$ cat config.mk
export PLATFORM = sky130hd
export DESIGN_NAME = uart_tx_sched_flat
export DESIGN_NICKNAME = d
export VERILOG_FILES = /design/src/rtl/uart_tx_sched_if.sv /design/src/rtl/uart_tx_sched.sv /design/src/flat_wrapper.sv
export SDC_FILE = /design/constraint.sdc
export NUM_CORES = 1
export LEC_CHECK = 0
export ABC_AREA = 1
export BUFFER_PORTS_ARGS = -buffer_cell sky130_fd_sc_hd__clkbuf_2
export CORE_UTILIZATION = 59
export CTS_BUF_LIST = sky130_fd_sc_hd__clkbuf_16
export DETAILED_ROUTE_END_ITERATION = 12
export PLACE_DENSITY = 0.92
export SYNTH_ARGS = -nofsm -noshare
export SYNTH_HDL_FRONTEND = slang
export SYNTH_SLANG_ARGS = --single-unit
$ cat constraint.sdc
create_clock -name clk -period 3.2 [get_ports clk]
set_input_delay 0.32 -clock clk [delete_from_list [all_inputs] [get_ports clk]]
set_output_delay 0.32 -clock clk [all_outputs]
set_load 0.005 [all_outputs]
$ cat src/rtl/uart_tx_sched_if.sv
// uart_tx_sched_if: requester handshakes and UART TX byte stream of the response scheduler.
interface uart_tx_sched_if;
    logic        nonce_req, nonce_ack, loop_req, loop_ack;
    logic [31:0] nonce;
    logic [7:0]  loop_byte, tx_data;
    logic        new_tx_data, tx_busy, busy;
    modport master (
        output nonce_req, nonce, loop_req, loop_byte, tx_busy,
        input  nonce_ack, loop_ack, tx_data, new_tx_data, busy
    );
    modport slave (
        input  nonce_req, nonce, loop_req, loop_byte, tx_busy,
        output nonce_ack, loop_ack, tx_data, new_tx_data, busy
    );
endinterface

$ cat src/rtl/uart_tx_sched.sv
// uart_tx_sched: frames nonce and loop-echo responses into a UART TX byte stream.
// Define UART_TX_SCHED_RR_EN for round-robin arbitration; otherwise nonce has strict priority.
module uart_tx_sched (
    input  logic clk,
    input  logic rst,
    uart_tx_sched_if.slave bus
);
    localparam logic [7:0] HDR_BYTE  = 8'h55;
    localparam logic [7:0] NONCE_CMD = 8'h00;
    localparam logic [7:0] LOOP_CMD  = 8'h01;
    typedef enum logic [2:0] {IDLE, HDR, CMD, LEN, DATA, GAP, DONE} state_t;
    state_t      state, state_n, nxt, nxt_n;
    logic        sel, sel_n, pick, emit;
    logic [31:0] pay, pay_n;
    logic [2:0]  cnt, cnt_n;
    logic [7:0]  byte_n;
`ifdef UART_TX_SCHED_RR_EN
    logic ptr;
    assign pick = ptr ? bus.loop_req : !bus.nonce_req;
    always_ff @(posedge clk or posedge rst)
        if (rst) ptr <= 1'b0;
        else if (state == IDLE && (bus.nonce_req || bus.loop_req)) ptr <= !pick;
`else
    assign pick = !bus.nonce_req;
`endif
    // Strobe is decided one cycle ahead so the registered strobe lands on entry to a byte state.
    always_comb begin
        state_n = state;
        nxt_n   = nxt;
        sel_n   = sel;
        pay_n   = pay;
        cnt_n   = cnt;
        case (state)
            IDLE: if (bus.nonce_req || bus.loop_req) begin
                state_n = HDR;
                sel_n   = pick;
                pay_n   = pick ? {24'h0, bus.loop_byte} : bus.nonce;
                cnt_n   = pick ? 3'd1 : 3'd4;
            end
            HDR, CMD, LEN, DATA: if (bus.new_tx_data) begin
                state_n = (state == DATA && cnt == 3'd1) ? DONE : GAP;
                nxt_n   = state == HDR ? CMD : state == CMD ? LEN : DATA;
                if (state == DATA) begin
                    pay_n = pay >> 8;
                    cnt_n = cnt - 3'd1;
                end
            end
            GAP: state_n = nxt;
            default: state_n = IDLE;
        endcase
        emit   = (state_n inside {HDR, CMD, LEN, DATA}) && !bus.tx_busy;
        byte_n = state_n == HDR ? HDR_BYTE :
                 state_n == CMD ? (sel_n ? LOOP_CMD : NONCE_CMD) :
                 state_n == LEN ? (sel_n ? 8'h01 : 8'h04) : pay_n[7:0];
    end
    always_ff @(posedge clk or posedge rst)
        if (rst) begin
            state           <= IDLE;
            nxt             <= IDLE;
            sel             <= 1'b0;
            pay             <= '0;
            cnt             <= '0;
            bus.tx_data     <= 8'h00;
            bus.new_tx_data <= 1'b0;
            bus.nonce_ack   <= 1'b0;
            bus.loop_ack    <= 1'b0;
            bus.busy        <= 1'b0;
        end else begin
            state           <= state_n;
            nxt             <= nxt_n;
            sel             <= sel_n;
            pay             <= pay_n;
            cnt             <= cnt_n;
            bus.new_tx_data <= emit;
            if (emit) bus.tx_data <= byte_n;
            bus.nonce_ack   <= state_n == DONE && !sel;
            bus.loop_ack    <= state_n == DONE && sel;
            bus.busy        <= state_n != IDLE;
        end
endmodule

$ cat src/flat_wrapper.sv
// flat-port wrapper written by rule: the top's interface ports become plain ports
module uart_tx_sched_flat 
  (clk, rst, bus_nonce_req, bus_nonce, bus_loop_req, bus_loop_byte, bus_tx_busy, bus_nonce_ack, bus_loop_ack, bus_tx_data, bus_new_tx_data, bus_busy);
  uart_tx_sched_if bus_i ();
  input  logic clk;
  input  logic rst;
  input wire logic [$bits(bus_i.nonce_req)-1:0] bus_nonce_req;
  input wire logic [$bits(bus_i.nonce)-1:0] bus_nonce;
  input wire logic [$bits(bus_i.loop_req)-1:0] bus_loop_req;
  input wire logic [$bits(bus_i.loop_byte)-1:0] bus_loop_byte;
  input wire logic [$bits(bus_i.tx_busy)-1:0] bus_tx_busy;
  output wire logic [$bits(bus_i.nonce_ack)-1:0] bus_nonce_ack;
  output wire logic [$bits(bus_i.loop_ack)-1:0] bus_loop_ack;
  output wire logic [$bits(bus_i.tx_data)-1:0] bus_tx_data;
  output wire logic [$bits(bus_i.new_tx_data)-1:0] bus_new_tx_data;
  output wire logic [$bits(bus_i.busy)-1:0] bus_busy;
  assign bus_i.nonce_req = bus_nonce_req;
  assign bus_i.nonce = bus_nonce;
  assign bus_i.loop_req = bus_loop_req;
  assign bus_i.loop_byte = bus_loop_byte;
  assign bus_i.tx_busy = bus_tx_busy;
  assign bus_nonce_ack = bus_i.nonce_ack;
  assign bus_loop_ack = bus_i.loop_ack;
  assign bus_tx_data = bus_i.tx_data;
  assign bus_new_tx_data = bus_i.new_tx_data;
  assign bus_busy = bus_i.busy;
  uart_tx_sched u_core (.clk(clk), .rst(rst), .bus(bus_i));
endmodule
# == Yosys cells after proc, flatten, opt, wreduce, memory -nomap -nowiden ==
# Cells that the tools add are included.
# word_totals
ff_bits,54
word_cells,64
memories,0
inputBits,45
output_inout_bits,12
rom_bits,0
ram_bits,0
latch_bits,0
# op_classes
order_cmp,0
addsub,1
n_bitwise,0
n_div,0
n_mux,23
n_reduce_logical,15
shifts,0
eq_ne,14
n_mul,0
# op_table
cell,n
two-way mux 32 bit,4
case mux 32 bit (2 select lines),1
two-way mux 3 bit,9
two-way mux 8 bit,3
== test 3 x 2 -> 1 bit (second input constant),4
== test 3 bit (second input constant),4
== test 3 x 1 -> 1 bit (second input constant),3
case mux 3 bit (3 select lines),1
inequality test 2 x 1 -> 1 bit (second input constant),3
case mux 3 bit (2 select lines),1
logical AND 1 bit,4
AND reduction 4 bit,1
nonzero test 4 bit,1
OR reduction 4 bit,1
zero test 1 bit,3
zero test 3 bit,1
two-way mux 1 bit,3
nonzero test 3 bit,1
subtractor 3 x 1 -> 3 bit (second input constant),1
two-way mux 2 bit,1
AND reduction 2 bit,1
nonzero test 2 bit,1
logical OR 1 bit,1

# == Depth between registers and ports, before layout ==
# Gate-level depths: netlist of run 1.
# logic_depth
word_depth,9
ltp_mapped,15
ltp_nobuf,15

# == Least setup slack after synthesis of run 1 ==
# Ideal clock, no wire load.
# synth_timing
kind,reg2reg
startpoint,register u_core.state[1]
endpoint,register u_core.bus.tx_data[0]
setup_time_ns,0.116
arrival_time_ns,1.492
stages_incl_launch_ff,12
required_ns,3.084
path_buffers,1
synth_period_minus_slack_ns,1.608
slack_ns,1.592
path_cell_list,dfrtp_1 buf_6 nor2_2 nand2_2 a21oi_4 nor2_4 nand2_4 nor2_4 nor2_4 nand2_4 nand2_1 nand2_1
# synth_via
elab_chain_len,9
elab_cells_between_ends,27
classes_between,eq/ne (9); mux (13); reduce/logical (5)
# synth_lines
item,line_no,source
from (decl),uart_tx_sched.sv:12,"state_t state, state_n, nxt, nxt_n;"
from (signal assigned),uart_tx_sched.sv:69,state <= state_n;
== test 3 bit,"uart_tx_sched.sv:33, uart_tx_sched.sv:41",
logical AND 1 bit,uart_tx_sched.sv:41,state_n = (state == DATA && cnt == 3'd1) ? DONE : GAP;
two-way mux 2 bit,uart_tx_sched.sv:41,
two-way mux 3 bit,uart_tx_sched.sv:40,"HDR, CMD, LEN, DATA: if (bus.new_tx_data) begin"
case mux 3 bit (3 select lines) (*),uart_tx_sched.sv:33,case (state)
named net u_core.state_n[0],uart_tx_sched.sv:12,
== test 3 x 2 -> 1 bit,"uart_tx_sched.sv:51, uart_tx_sched.sv:54",
two-way mux 8 bit,uart_tx_sched.sv:54,state_n == LEN ? (sel_n ? 8'h01 : 8'h04) : pay_n[7:0];
two-way mux 8 bit,uart_tx_sched.sv:53,state_n == CMD ? (sel_n ? LOOP_CMD : NONCE_CMD) :
two-way mux 8 bit,uart_tx_sched.sv:52,byte_n = state_n == HDR ? HDR_BYTE :
to (signal assigned),uart_tx_sched.sv:75,if (emit) bus.tx_data <= byte_n;
to (decl),uart_tx_sched_if.sv:13,"output nonce_ack, loop_ack, tx_data, new_tx_data, busy"
# Mark *: on every way through the listed nets, which the timed path passes. The rest lies on a longest branch. The select of a mux whose other input is x is not followed.
# A chain may end at the register's enable or synchronous reset.

# == Final worst setup path of run 1 ==
# layout_timing
startpoint,register u_core.state[0]
endpoint,register u_core.bus.tx_data[7]
# layout_via
elab_cells_between_ends,24
classes_between,eq/ne (9); mux (10); reduce/logical (5)
# layout_lines
item,line_no,source
== test 3 bit,"uart_tx_sched.sv:33, uart_tx_sched.sv:43",
two-way mux 32 bit,uart_tx_sched.sv:43,if (state == DATA) begin
two-way mux 32 bit,uart_tx_sched.sv:40,
case mux 32 bit (2 select lines) (*),uart_tx_sched.sv:33,
named net u_core.pay_n[7],uart_tx_sched.sv:14,"logic [31:0] pay, pay_n;"
two-way mux 8 bit (*),uart_tx_sched.sv:54,
two-way mux 8 bit (*),uart_tx_sched.sv:53,
two-way mux 8 bit (*),uart_tx_sched.sv:52,
# Marks and branches as above.

==> results.cfg, run 1 <==
[place]
globalplace.congestion = 0.938
dp.cells = 444
place_ws_ns = 1.09
place_hpwl_um = 4420
io_buffers = 56
placed_area_mm2 = 0.00312

[cts]
hold_buffers = 0
cts_tree = built
clk_pin_slew_ns = 0.07
h-tree-depth = 2
cts.path.max_buffers = 2
cts_sinks = 54
clk_latency_ns = 0.28
cts_made_buffers = 5
cts_setup_buffers = 0
cts_resized = 0
cts_root_buf = clkbuf_16

[routing]
drtIter0Drc = 211
num_vias = 2414
wire_per_inst_um = 13.8
drc_errors = 0
ant_nets = 0
drt_wl_total_um = 6250
dr.pass1.iters = 4
routed_via_density = 5.34

[logic_synthesis]
synth_fa_ha_area_share_pct = 0.879
synth_top_family_by_area = simple AND/OR/NAND/NOR gates
synth_compound_area_share_pct = 9.93
ys_seq_elements = 54
syn_avg_cell_area_um2 = 8.23
synth_cell_types = 31
yosysSeqAreaShare_pct = 47.5
yosys.area_share.simple_pct = 33.4
synth.mux.area_fraction_pct = 0
syn-cell-area_mm2 = 0.00285
synthXorXnorAreaFrac_pct = 0
yosys_warnings = 0
syn_nets = 393
netlist_instances = 346

[final_layout]
final_cells = 452
finish.utilization_pct = 72.4
final_layout_size_suffix_gt1_share_pct = 26.0
area_growth_pct = 14.5
final_cell_mix = nand2_1, clkbuf_2, dfrtp_1
final_common_cell = nand2_1
postLayoutCellArea_mm2 = 0.00326
nNetsFinal = 446
n_antenna_cell = 0

[setup_path]
crit_type = reg -> reg
critical_path_arrival_ns = 2.29
cp-start-kind = flip-flop
cp.required_ns = 3.38
worstSetupEndpointType = flip-flop
path_max_fanout = 22

[power]
seqPwrFrac_pct = 34.8
p_sw_mw = 1.45
swShare_pct = 45.6
clkPwrFrac_pct = 16.2
ir_worst_vdd_uv = 523
cellLeakagePower_nw = 1.73
finalPower_mw = 3.17
p_int_mw = 1.73
powerDensity_mw_per_mm2 = 974
combPwrFrac_pct = 49.0

[timing]
slew_headroom_pct = 26.4
setup_tns_ns = 0
finalClockSkew_ns = 0.00320
timing.final.crit_share_pct = 65.9
finalSetupViolCount = 0
hold_viol = 0
fin_hold_ws_ns = 0.239
worst_slack_ns = 1.09
fmax_ghz = 0.474
worst_pin_slew_ns = 1.10
fin_crit_ns = 2.11
grt_setup_unrepaired = false
slew_violations = 0

[global_routing]
grt_pass1_wl_um = 11200
grt.total_usage_pct = 28.4
grt_max_degree = 55
antenna_found_initial = 0
grt_pass1_vias = 2469
gr-total-overflow = 0

[die]
core_mm2 = 0.00450
floorplan.rows = 24
start_util_pct = 63.2
ios = 57
die-area_mm2 = 0.00511
die_x_um = 71.5
dieHeight_um = 71.5

[hold_path]
min_path_type = in -> reg

[run_status]
status = completed

[job]
drv_cap = 0
## kinds of logic (layout without fill, tap and decap cells)
group | count (synthesis) | after routing
AOI/OAI and AO/OA | 38 | 38
adders and majority gates | 2 | 2
buffers and inverters | 52 | 106
DFF | 54 | 54
and+or+nand+nor | 200 | 200
## final timing paths
kind,startpoint,endpoint,slack [ns],depth (start not counted)
min in group asynchronous,rst,u_core.bus.tx_data[5],0.29,2
worst max-delay path,u_core.state[0],u_core.bus.tx_data[7],1.09,8
max in group asynchronous,rst,u_core.pay[30],2.23,2
worst min register to register,u_core.sel,u_core.bus.nonce_ack,0.43,1
worst max register to register,u_core.state[0],u_core.bus.tx_data[7],1.09,8
worst min-delay path,bus_nonce[24],u_core.pay[24],0.24,3
## synthesized netlist by cell type
| master | n | area [um^2] |
|---|---|---|
| nor2_4 | 5 | 56.3 |
| nand2_1 | 129 | 484 |
| inv_4 | 2 | 12.5 |
| inv_1 | 34 | 128 |
| o21ai_1 | 1 | 5.00 |
| clkinv_1 | 1 | 3.75 |
| nor2_8 | 1 | 20.0 |
| inv_2 | 4 | 15.0 |
| a31oi_1 | 1 | 6.26 |
| nor2_1 | 12 | 45.0 |
| o31ai_1 | 1 | 7.51 |
| ha_1 | 2 | 25.0 |
| nor2_2 | 3 | 18.8 |
| nand2_2 | 5 | 31.3 |
| nand4_1 | 7 | 43.8 |
| nand3_1 | 22 | 110 |
| dfrtp_1 | 54 | 1350 |
| buf_6 | 3 | 33.8 |
| or2_2 | 4 | 25.0 |
| a21oi_4 | 2 | 32.5 |
| buf_2 | 3 | 15.0 |
| nand3_2 | 3 | 30.0 |
| buf_4 | 3 | 22.5 |
| o21ai_0 | 14 | 70.1 |
| clkbuf_1 | 2 | 7.51 |
| o21ai_4 | 2 | 32.5 |
| o21ai_2 | 3 | 26.3 |
| a21oi_1 | 1 | 5.00 |
| or2_0 | 3 | 18.8 |
| nand2_4 | 6 | 67.6 |
| o211ai_1 | 13 | 97.6 |
## power groups by stage
stage | clock network (mW) | logic, mW | registers (mW)
4_1_cts | 0.517 | 1.56 | 1.10
6_report | 0.514 | 1.55 | 1.10
3_5_place_dp | 0 | 1.52 | 1.11
3_3_place_gp | 0 | 1.46 | 1.10
5_1_grt | 0.544 | 1.77 | 1.13
2_1_floorplan | 0 | 1.25 | 1.06
## flip-flops by register name, indices dropped and copies added (netlist names)
signal / count
u_core.pay: 32
u_core.bus.busy: 1
u_core.cnt: 3
u_core.bus.loop_ack: 1
u_core.nxt: 3
u_core.bus.nonce_ack: 1
u_core.sel: 1
u_core.bus.tx_data: 8
u_core.state: 3
u_core.bus.new_tx_data: 1
## area by class of cell
cell class	count	area [um^2]
tap	52	65.1
fill	349	1240
clock inverter	3	12.5
clock buffer	5	125
timing repair buffer	57	288
inverter	41	159
sequential	54	1350
multi-input combinational	240	1260
## worst max-delay path, cell delays in order, from the launching register on
cell and delay (ns):
dfrtp_1 0.50, nor2_1 0.31, nand2_4 0.19, a21oi_4 0.38, inv_2 0.26, nand2_1 0.14
nand2_1 0.08, nand4_1 0.07, nand2_1 0.05
## metal layers
layer	up-vias	part of all wire (%)	track usage, %	wire [um]
li1	1196	-	-	-
met1	1099	45	38.8	2810
met2	100	47	46.2	2920
met3	19	6.0	5.49	373
met4	0	2.4	9.80	149
met5	-	0	0	0
Note: power is estimated with default switching activity, not from simulation.
==> run 2, diff against run 1 <==
CORE_UTILIZATION = 55   (was 59)
PLACE_DENSITY = 0.87   (was 0.92)
clock period = 2.1 ns   (was 3.2 ns; I/O delays follow)
==> run 2 against run 1 <==
  * Worst setup slack worse by 0.87 ns
  * Total power increased by 54%
  * Combinational power grew 56%
  * Die area up 7.1%
  * First-iteration DRC count is 52% lower
  * Clock skew up 0.0017 ns
  * Sequential power grew 55%
  * Critical endpoint is now u_core.bus.tx_data[2]
  * Largest power group unchanged
  * Highest routed layer unchanged
==> results.cfg, run 2 (synthesis gave the netlist of run 1 again) <==
[setup_path]
crit_type = reg -> reg
crit_start = u_core.state[1]
r2r-end = u_core.bus.tx_data[2]
regToRegSetupSlack_ns = 0.22
cp-start-kind = flip-flop
cp.required_ns = 2.28
path_max_fanout = 9
worstSetupEndpointType = flip-flop
cp-endpoint = u_core.bus.tx_data[2]
critical_path_arrival_ns = 2.06
reg2reg_from = u_core.state[1]
worst-r2r-cell-count = 10

[routing]
routedLengthMet1_um = 2670
wl_met3_um = 287
drtIter0Drc = 101
drc_errors = 0
ant_nets = 0
drt_wl_total_um = 6300
met2WireLength_um = 3270
num_vias = 2470
wire_per_inst_um = 13.3
dr.pass1.iters = 4
top_layer_used = met4
routed_via_density = 5.23

[place]
place_ws_ns = 0.150
placed_area_mm2 = 0.00318
place_hpwl_um = 4770
globalplace.congestion = 0.886
io_buffers = 56

[timing]
timing.final.crit_share_pct = 89.5
finalSetupViolCount = 0
fin_crit_ns = 1.88
worst_slack_ns = 0.220
fmax_ghz = 0.532
slew_headroom_pct = 73.8
worst_pin_slew_ns = 0.393
grt_setup_unrepaired = false
hold_viol = 0
slew_violations = 0
finalClockSkew_ns = 0.00487
setup_tns_ns = 0

[global_routing]
antenna_found_initial = 0
grt.total_usage_pct = 25.6
gr-total-overflow = 0
grt_pass1_vias = 2461
grt_pass1_wl_um = 10600
grt_max_degree = 25

[final_layout]
n_antenna_cell = 0
top_register = u_core.pay
final_common_cell = nand2_1
top_regs = u_core.pay: 32 flops, u_core.bus.tx_data: 8 flops
postLayoutCellArea_mm2 = 0.00332
final_layout_size_suffix_gt1_share_pct = 26.9
largest_reg_flops = 32
nNetsFinal = 452
final_cell_mix = nand2_1, clkbuf_2, dfrtp_1
num-fill-cells = 373
area_growth_pct = 16.7

[cts]
cts_setup_buffers = 0
clk_latency_ns = 0.29
cts_made_buffers = 5
clk_pin_slew_ns = 0.06
cts.path.max_buffers = 2
cts_sinks = 54
cts_root_buf = clkbuf_16
h-tree-depth = 2
cts_tree = built

[hold_path]
min_path_type = in -> reg

[power]
ir_worst_vdd_uv = 651
powerDensity_mw_per_mm2 = 1470
cellLeakagePower_nw = 1.76

[die]
ios = 57
dieHeight_um = 74.0
start_util_pct = 58.7
die_x_um = 74.0
die-area_mm2 = 0.00547
floorplan.rows = 25
core_mm2 = 0.00485

[run_status]
status = completed

[job]
drv_cap = 0
-- run 2: cell types whose count changed in the layout (fill, tap and decap cells not counted), sizes merged --
cell	change
buf	+5
inv	+1
dlygate4sd3	+1
clkinv	-2
-- run 2: final cells by class --
cell class                      instances  area (um^2)  area share, %
Clock inverter                          2         7.51          0.226
Tap cell                               67         83.8           2.52
Timing Repair Buffer                   63          335           10.1
Clock buffer                            5          125           3.76
Multi-Input combinational cell        240         1260           37.9
Sequential cell                        54         1350           40.7
Inverter                               41          161           4.86
-- run 2: what timing repair did --
item / in CTS / in global routing
endpoints found under the hold margin: 13 / 0
gates resized for setup: 0 / 3
endpoints found under the setup margin: 0 / 7
hold buffers: 1 / 0
-- run 2: stage by stage --
stage	hold slack, ns	util (%)	total power, mW	std cells
after global placement	0.155	65.5	3.98	464
after CTS	0.134	68.5	4.87	472
after detailed placement	0.154	65.5	4.09	464
final	0.134	68.6	4.89	472
after global routing	0.152	68.6	5.29	472
after floorplan	0.331	-	3.53	346
-- run 2: worst min-delay path by stage --
| stage | start | to | cells after the start |
|---|---|---|---|
| 2_1_floorplan | bus_nonce[24] | u_core.pay[24] | 2 |
| 3_3_place_gp | rst | u_core.bus.tx_data[7] | 2 |
| 3_5_place_dp | rst | u_core.bus.tx_data[3] | 2 |
| 4_1_cts | bus_nonce[29] | u_core.pay[29] | 3 |
| 5_1_grt | bus_nonce[29] | u_core.pay[29] | 3 |
| 6_report | bus_nonce[29] | u_core.pay[29] | 3 |
-- run 2: critical path, stage by stage, from the launching register on --
cell and delay (ns):
dfrtp_2 0.51, nor2_2 0.20, nand2_2 0.12, a21oi_4 0.30
nor2_4 0.07, nand2_4 0.14, nor2_4 0.07, nor2_4 0.12
nand2_4 0.10, nand2_1 0.07, nand2_1 0.06
-- run 2: per-layer routing --
metal | global-route usage (%) | vias to the layer above
met2 | 45.5 | 67
met5 | 0 | -
met1 | 31.3 | 1180
li1 | - | 1213
met4 | 8.76 | 0
met3 | 4.88 | 10
-- run 2: report_power, final --
part           leakage [nW]  internal, mW  switching (mW)
Sequential            0.690          1.44           0.259
Combinational         0.992         0.807            1.62
Clock                0.0723         0.427           0.336
